`src/rtl/basic_computer_pkg.sv`:
```
// rtl/basic_computer_pkg.sv - shared widths, opcodes and IR field positions for the basic computer
package basic_computer_pkg;
    localparam int SC_W  = 3;
    localparam int OPC_W = 3;
    localparam int NUM_T = 1 << SC_W;

    localparam logic [OPC_W-1:0] OPC_AND = 3'd0;
    localparam logic [OPC_W-1:0] OPC_ADD = 3'd1;
    localparam logic [OPC_W-1:0] OPC_LDA = 3'd2;
    localparam logic [OPC_W-1:0] OPC_STA = 3'd3;
    localparam logic [OPC_W-1:0] OPC_BUN = 3'd4;
    localparam logic [OPC_W-1:0] OPC_BSA = 3'd5;
    localparam logic [OPC_W-1:0] OPC_ISZ = 3'd6;
    localparam logic [OPC_W-1:0] OPC_REG = 3'd7;

    localparam int IR_I      = 15;
    localparam int IR_OPC_HI = 14;
    localparam int IR_OPC_LO = 12;
    localparam int B_ION     = 7;
    localparam int B_IOF     = 6;

    function automatic logic [NUM_T-1:0] onehot(input logic [SC_W-1:0] v);
        return {{(NUM_T-1){1'b0}}, 1'b1} << v;
    endfunction
endpackage

```
`src/rtl/timing_sequencer_if.sv`:
```
// rtl/timing_sequencer_if.sv - control-decoder side bundle of the timing sequencer
interface timing_sequencer_if;
    import basic_computer_pkg::*;

    logic [15:0]      ir;
    logic             hlt;
    logic             start;
    logic             fgi;
    logic             fgo;
    logic [NUM_T-1:0] T;
    logic [2:0]       RT;
    logic [7:0]       D;
    logic             I;
    logic             In;
    logic             D7n;
    logic [11:0]      B;
    logic             ien;
    logic             halted;
    logic             sc_err;

    modport master (
        output ir, hlt, start, fgi, fgo,
        input  T, RT, D, I, In, D7n, B, ien, halted, sc_err
    );

    modport slave (
        input  ir, hlt, start, fgi, fgo,
        output T, RT, D, I, In, D7n, B, ien, halted, sc_err
    );
endinterface

```
`src/rtl/timing_sequencer_seq_counter.sv`:
```
// rtl/timing_sequencer_seq_counter.sv - sequence counter with clear/increment/hold and one-hot decode
module seq_counter
    import basic_computer_pkg::*;
(
    input  logic             clk,
    input  logic             rst,
    input  logic             clr,
    input  logic             inc,
    input  logic             hold,
    output logic [SC_W-1:0]  count,
    output logic [NUM_T-1:0] decode
);
    always_ff @(posedge clk) begin
        if (rst || clr) begin
            count <= '0;
        end else if (!hold && inc) begin
            count <= count + 1'b1;
        end
    end

    assign decode = onehot(count);
endmodule

```
`src/rtl/timing_sequencer.sv`:
```
// rtl/timing_sequencer.sv - SC, decode registers, S/IEN/R flip-flops and T/RT/D term generation
module timing_sequencer
    import basic_computer_pkg::*;
(
    input  logic               clk,
    input  logic               rst,
    timing_sequencer_if.slave  bus
);
    logic             s;
    logic             r;
    logic             ien_q;
    logic             i_q;
    logic             d_valid;
    logic             d_on;
    logic             sc_err_q;
    logic [OPC_W-1:0] d_q;
    logic [11:0]      b_q;

    logic [SC_W-1:0]  sc;
    logic [NUM_T-1:0] sc_dec;
    logic [NUM_T-1:0] t;
    logic [2:0]       rt;
    logic [7:0]       d;
    logic             halt_now;
    logic             end_instr;
    logic             sc_clr;
    logic             irq_set;
    logic             ion_cyc;

    seq_counter u_sc (
        .clk    (clk),
        .rst    (rst),
        .clr    (sc_clr),
        .inc    (1'b1),
        .hold   (~s),
        .count  (sc),
        .decode (sc_dec)
    );

    // The interrupt cycle borrows SC values 0..2, so T0..T2 are masked while R is set.
    always_comb begin
        t = '0;
        for (int k = 0; k < NUM_T; k++) begin
            t[k] = s & sc_dec[k] & ~(r & (k < 3));
        end
        rt = {3{s & r}} & sc_dec[2:0];
    end

    assign d_on = d_valid;
    assign d    = d_on ? onehot(d_q) : '0;

    assign halt_now  = bus.hlt & d[OPC_REG] & ~i_q & t[3];
    assign ion_cyc   = d[OPC_REG] & i_q & t[3];
    assign end_instr = (d[OPC_REG] & t[3])
                     | ((d[OPC_STA] | d[OPC_BUN]) & t[4])
                     | ((d[OPC_AND] | d[OPC_ADD] | d[OPC_LDA] | d[OPC_BSA]) & t[5])
                     | (d[OPC_ISZ] & t[6])
                     | rt[2]
                     | t[7];
    assign sc_clr    = halt_now | end_instr;
    assign irq_set   = s & ~r & ien_q & (bus.fgi | bus.fgo) & (sc >= SC_W'(3));

    always_ff @(posedge clk) begin
        if (rst) begin
            s        <= 1'b1;
            r        <= 1'b0;
            ien_q    <= 1'b0;
            d_q      <= '0;
            i_q      <= 1'b0;
            b_q      <= '0;
            d_valid  <= 1'b0;
            sc_err_q <= 1'b0;
        end else begin
            if (halt_now) begin
                s <= 1'b0;
            end else if (!s && bus.start) begin
                s <= 1'b1;
            end

            if (rt[2]) begin
                r <= 1'b0;
            end else if (irq_set) begin
                r <= 1'b1;
            end

            // IOF outranks ION when an instruction sets both bits.
            if (rt[2]) begin
                ien_q <= 1'b0;
            end else if (ion_cyc && b_q[B_IOF]) begin
                ien_q <= 1'b0;
            end else if (ion_cyc && b_q[B_ION]) begin
                ien_q <= 1'b1;
            end

            if (t[2]) begin
                d_q     <= bus.ir[IR_OPC_HI:IR_OPC_LO];
                i_q     <= bus.ir[IR_I];
                b_q     <= bus.ir[11:0];
                d_valid <= 1'b1;
            end

            if (t[7]) begin
                sc_err_q <= 1'b1;
            end
        end
    end

    assign bus.T      = t;
    assign bus.RT     = rt;
    assign bus.D      = d;
    assign bus.I      = i_q;
    assign bus.In     = ~i_q;
    assign bus.D7n    = ~d[OPC_REG];
    assign bus.B      = b_q;
    assign bus.ien    = ien_q;
    assign bus.halted = ~s;
    assign bus.sc_err = sc_err_q;
endmodule

```
`src/flat_wrapper.sv`:
```
// flat-port wrapper written by rule: the top's interface ports become plain ports
module timing_sequencer_flat import basic_computer_pkg::*;
  (clk, rst, bus_ir, bus_hlt, bus_start, bus_fgi, bus_fgo, bus_T, bus_RT, bus_D, bus_I, bus_In, bus_D7n, bus_B, bus_ien, bus_halted, bus_sc_err);
  timing_sequencer_if bus_i ();
  input  logic clk;
  input  logic rst;
  input wire logic [$bits(bus_i.ir)-1:0] bus_ir;
  input wire logic [$bits(bus_i.hlt)-1:0] bus_hlt;
  input wire logic [$bits(bus_i.start)-1:0] bus_start;
  input wire logic [$bits(bus_i.fgi)-1:0] bus_fgi;
  input wire logic [$bits(bus_i.fgo)-1:0] bus_fgo;
  output wire logic [$bits(bus_i.T)-1:0] bus_T;
  output wire logic [$bits(bus_i.RT)-1:0] bus_RT;
  output wire logic [$bits(bus_i.D)-1:0] bus_D;
  output wire logic [$bits(bus_i.I)-1:0] bus_I;
  output wire logic [$bits(bus_i.In)-1:0] bus_In;
  output wire logic [$bits(bus_i.D7n)-1:0] bus_D7n;
  output wire logic [$bits(bus_i.B)-1:0] bus_B;
  output wire logic [$bits(bus_i.ien)-1:0] bus_ien;
  output wire logic [$bits(bus_i.halted)-1:0] bus_halted;
  output wire logic [$bits(bus_i.sc_err)-1:0] bus_sc_err;
  assign bus_i.ir = bus_ir;
  assign bus_i.hlt = bus_hlt;
  assign bus_i.start = bus_start;
  assign bus_i.fgi = bus_fgi;
  assign bus_i.fgo = bus_fgo;
  assign bus_T = bus_i.T;
  assign bus_RT = bus_i.RT;
  assign bus_D = bus_i.D;
  assign bus_I = bus_i.I;
  assign bus_In = bus_i.In;
  assign bus_D7n = bus_i.D7n;
  assign bus_B = bus_i.B;
  assign bus_ien = bus_i.ien;
  assign bus_halted = bus_i.halted;
  assign bus_sc_err = bus_i.sc_err;
  timing_sequencer u_core (.clk(clk), .rst(rst), .bus(bus_i));
endmodule
```
`config.mk`:
```
export PLATFORM = sky130hd
export DESIGN_NAME = timing_sequencer_flat
export DESIGN_NICKNAME = d
export VERILOG_FILES = /design/src/rtl/basic_computer_pkg.sv /design/src/rtl/timing_sequencer_if.sv /design/src/rtl/timing_sequencer_seq_counter.sv /design/src/rtl/timing_sequencer.sv /design/src/flat_wrapper.sv
export SDC_FILE = /design/constraint.sdc
export NUM_CORES = 1
export LEC_CHECK = 0
export ABC_AREA = 0
export BUFFER_PORTS_ARGS = -buffer_cell sky130_fd_sc_hd__buf_2
export CORE_MARGIN = 4
export CORE_UTILIZATION = 40
export CTS_BUF_LIST = sky130_fd_sc_hd__clkbuf_8
export DETAILED_ROUTE_END_ITERATION = 10
export PLACE_DENSITY = 0.72
export SETUP_SLACK_MARGIN = 0.15
export SYNTH_ARGS = -nofsm -noshare
export SYNTH_HDL_FRONTEND = slang
export SYNTH_SLANG_ARGS = --single-unit
```
`constraint.sdc`:
```
create_clock -name clk -period 1.6 [get_ports clk]
set_clock_uncertainty 0.2 [all_clocks]
set_input_delay 0.32 -clock clk [delete_from_list [all_inputs] [get_ports clk]]
set_output_delay 0.32 -clock clk [all_outputs]
set_load 0.05 [all_outputs]
```
==> impl_metrics.yaml <==
synth:
  synth.distinct_cells: 37
  yosysWarnings: 0
  synth.avg_cell_area_um2: 8.58
  netlist_area_um2: 1290
  ys_ff_latch: 24
  ys_seq_area_share_pct: 37.3
  synthesis.nets: 178
  synth_cells: 150
grt:
  grt_max_degree: 20
  antenna_found_initial: 0
  grt_pass1_wl_um: 7690
  gr-usage-all-layers_pct: 23.4
  grt_pass1_vias: 1556
  grt_overflow_total: 0
place:
  io_buffers: 58
  dp_hpwl_um: 2670
  gp_congestion: 0.783
  dp_cells: 255
  dp_slack_ns: -0.0394
  place_area_um2: 1790
detailed_routing:
  wl_per_cell_um: 18.0
  final_antenna_net_count: 0
  drt_wl_total_um: 5190
  drtIter0Drc: 61
  vias: 1463
  routed_via_density: 5.08
  first_pass_iters: 4
  drc_errors: 0
clocking:
  cts_sinks: 24
  path_clk_slew_ns: 0.08
  h-tree-depth: 1
  cts_buffers: 3
  root_buffer: "clkbuf_8"
  cts_tree: "done"
  clock_path_buffers: 2
  clk-insertion-delay-late_ns: 0.26
power_and_ir_drop:
  power_per_cell_area_nw_per_um2: 701
  p_leak_nw: 1.24
  peakVddDrop_mv: 0.655
worst_setup_path:
  crit_type: "reg2out"
  critPathRequiredTime_ns: 1.08
  worstPathMaxFanout: 4
  critPathLaunchType: "flip-flop"
  end_kind: "primary output"
  reg2regPathDepth: 8
  crit_arrival_ns: 1.30
timing:
  setup_viol: 42
  hold_viol: 0
  post-route-min-period_ns: 1.82
  whs_ns: 0.0858
  max_freq_mhz: 549
  fin_ws_ns: -0.223
  relSlewSlack_pct: 79.6
  grt_setup_unrepaired: "true"
  min_period_over_period_pct: 114
  worst_pin_slew_ns: 0.306
  timing.final.max_slew_violations: 0
final_layout:
  antenna_cells: 0
  final_area_um2: 2790
  final_core_util_pct: 90.6
  layout-drive-gt1-share_pct: 82.8
  fillers: 116
  layout.nets: 273
  final_cells: 288
  synthToLayoutAreaGrowth_pct: 117
floorplanning:
  start_util_pct: 41.8
  io_pins: 59
  die_area_um2: 4190
  row_count: 20
  core_um2: 3080
  die_w_um: 64.7
  die_h_um: 64.7
outcome:
  status: "finished, violations left"
  violations: "negative setup slack"
job:
  drv_cap: 0
min_path:
  min_path_cells: 3
  hold_path.class: "in2reg"
## cell type report
type                       instances  area (um2)  share of cell area [%]
inverter                           8        46.3                    1.66
tap                               44        55.1                    1.97
multi-input combinational        111        1170                    42.0
clock buffer                       3        41.3                    1.48
sequential                        24         514                    18.4
clock inverter                     1        30.0                    1.08
timing repair buffer              97         931                    33.4
## cell families after synthesis
family / synth area share [%]
compound gates: 15.9
xor+xnor: 0.680
fa+ha+maj: 5.83
buf+inv: 9.62
flops: 37.3
mux: 0.777
simple gates: 29.8
## state kept, by name, indices dropped and copies added (netlist names)
name / count
u_core.bus.B: 12
u_core.bus.I: 1
u_core.bus.ien: 1
u_core.bus.sc_err: 1
u_core.d_on: 1
u_core.d_q: 3
u_core.r: 1
u_core.s: 1
u_core.u_sc.count: 3
## stage by stage
step                TNS, ns  power [mW]
global route          -5.84        2.03
finish                -3.84        1.95
detailed placement   -0.280        1.12
floorplan           -0.0385        1.02
CTS                   -2.86        1.88
global placement    -0.0337        1.10
## cell usage after synthesis (all sizes together)
library cell	number	area (um2)
a31oi	1	21.3
a21oi	19	125
inv	8	35.0
buf	4	47.5
and3	6	41.3
o2111a	1	11.3
and2	4	27.5
clkbuf	3	41.3
nor2b	1	8.76
nand3b	1	7.51
xnor2	1	8.76
o221a	1	11.3
o211ai	1	7.51
ha	6	75.1
dfxtp	24	480
nor2	9	33.8
o21a	1	7.51
nand2	40	160
and4b	1	10.0
and4	1	8.76
o32ai	1	8.76
nor3	5	25.0
nor3b	2	26.3
a211oi	1	7.51
o21ai	1	5.00
nand3	2	10.0
mux2i	1	10.0
nand2b	4	25.0
## critical path, cell delays in order, from the launching register on
cell     delay (ns)
dfxtp_4        0.39
ha_4           0.19
ha_4           0.16
and2_4         0.16
buf_8          0.14
## layout by cell type (no fill, tap or decap), types with 4 or more instances in the layout
cell,Yosys,routed
buf_2,1,28
buf_4,0,26
nand2_4,1,22
buf_6,2,20
a21oi_2,8,16
buf_8,0,15
dfxtp_1,24,15
nand2_1,38,9
dfxtp_4,0,9
nand2_2,1,8
and3_4,0,6
ha_4,0,6
nor2_4,0,5
and2_4,0,4
## path summary, 6_finish.rpt
check / startpoint / to / slack (ns)
setup / recovery: u_core.u_sc.count[1]$_SDFFE_PP0P_ / bus_T[3] / -0.22
hold / removal: bus_ir[13] / u_core.d_q[1]$_SDFFE_PP0P_ / 0.09
setup reg to reg: u_core.u_sc.count[1]$_SDFFE_PP0P_ / u_core.bus.ien$_SDFFE_PP0P_ / -0.19
hold reg to reg: u_core.bus.B[11]$_SDFFE_PP0P_ / u_core.bus.B[11]$_SDFFE_PP0P_ / 0.27
## routing by layer
layer | GRT usage [%] | routed length [um]
met2 | 44.1 | 2800
met4 | 6.33 | 72
met1 | 26.8 | 2080
met5 | 0 | 0
met3 | 4.16 | 240
## report_power, final
part / switching [mW] / leakage, nW / internal [mW] / total, mW
Clock: 0.188 / 0.0357 / 0.334 / 0.522
Combinational: 0.411 / 1.01 / 0.335 / 0.746
Sequential: 0.0576 / 0.201 / 0.628 / 0.686
Total: 0.656 / 1.24 / 1.30 / 1.95
## what timing repair did
| item | in CTS | in global routing |
|---|---|---|
| gates resized for setup | 146 | 37 |
| pin swaps | 34 | 24 |
| hold buffers | 0 | 0 |
| cloned | 3 | 0 |
| setup endpoints to repair | 46 | 50 |
| endpoints found under the hold margin | 0 | 0 |
| setup buffers | 18 | 8 |
No activity file was read; power rests on OpenSTA's default activity.
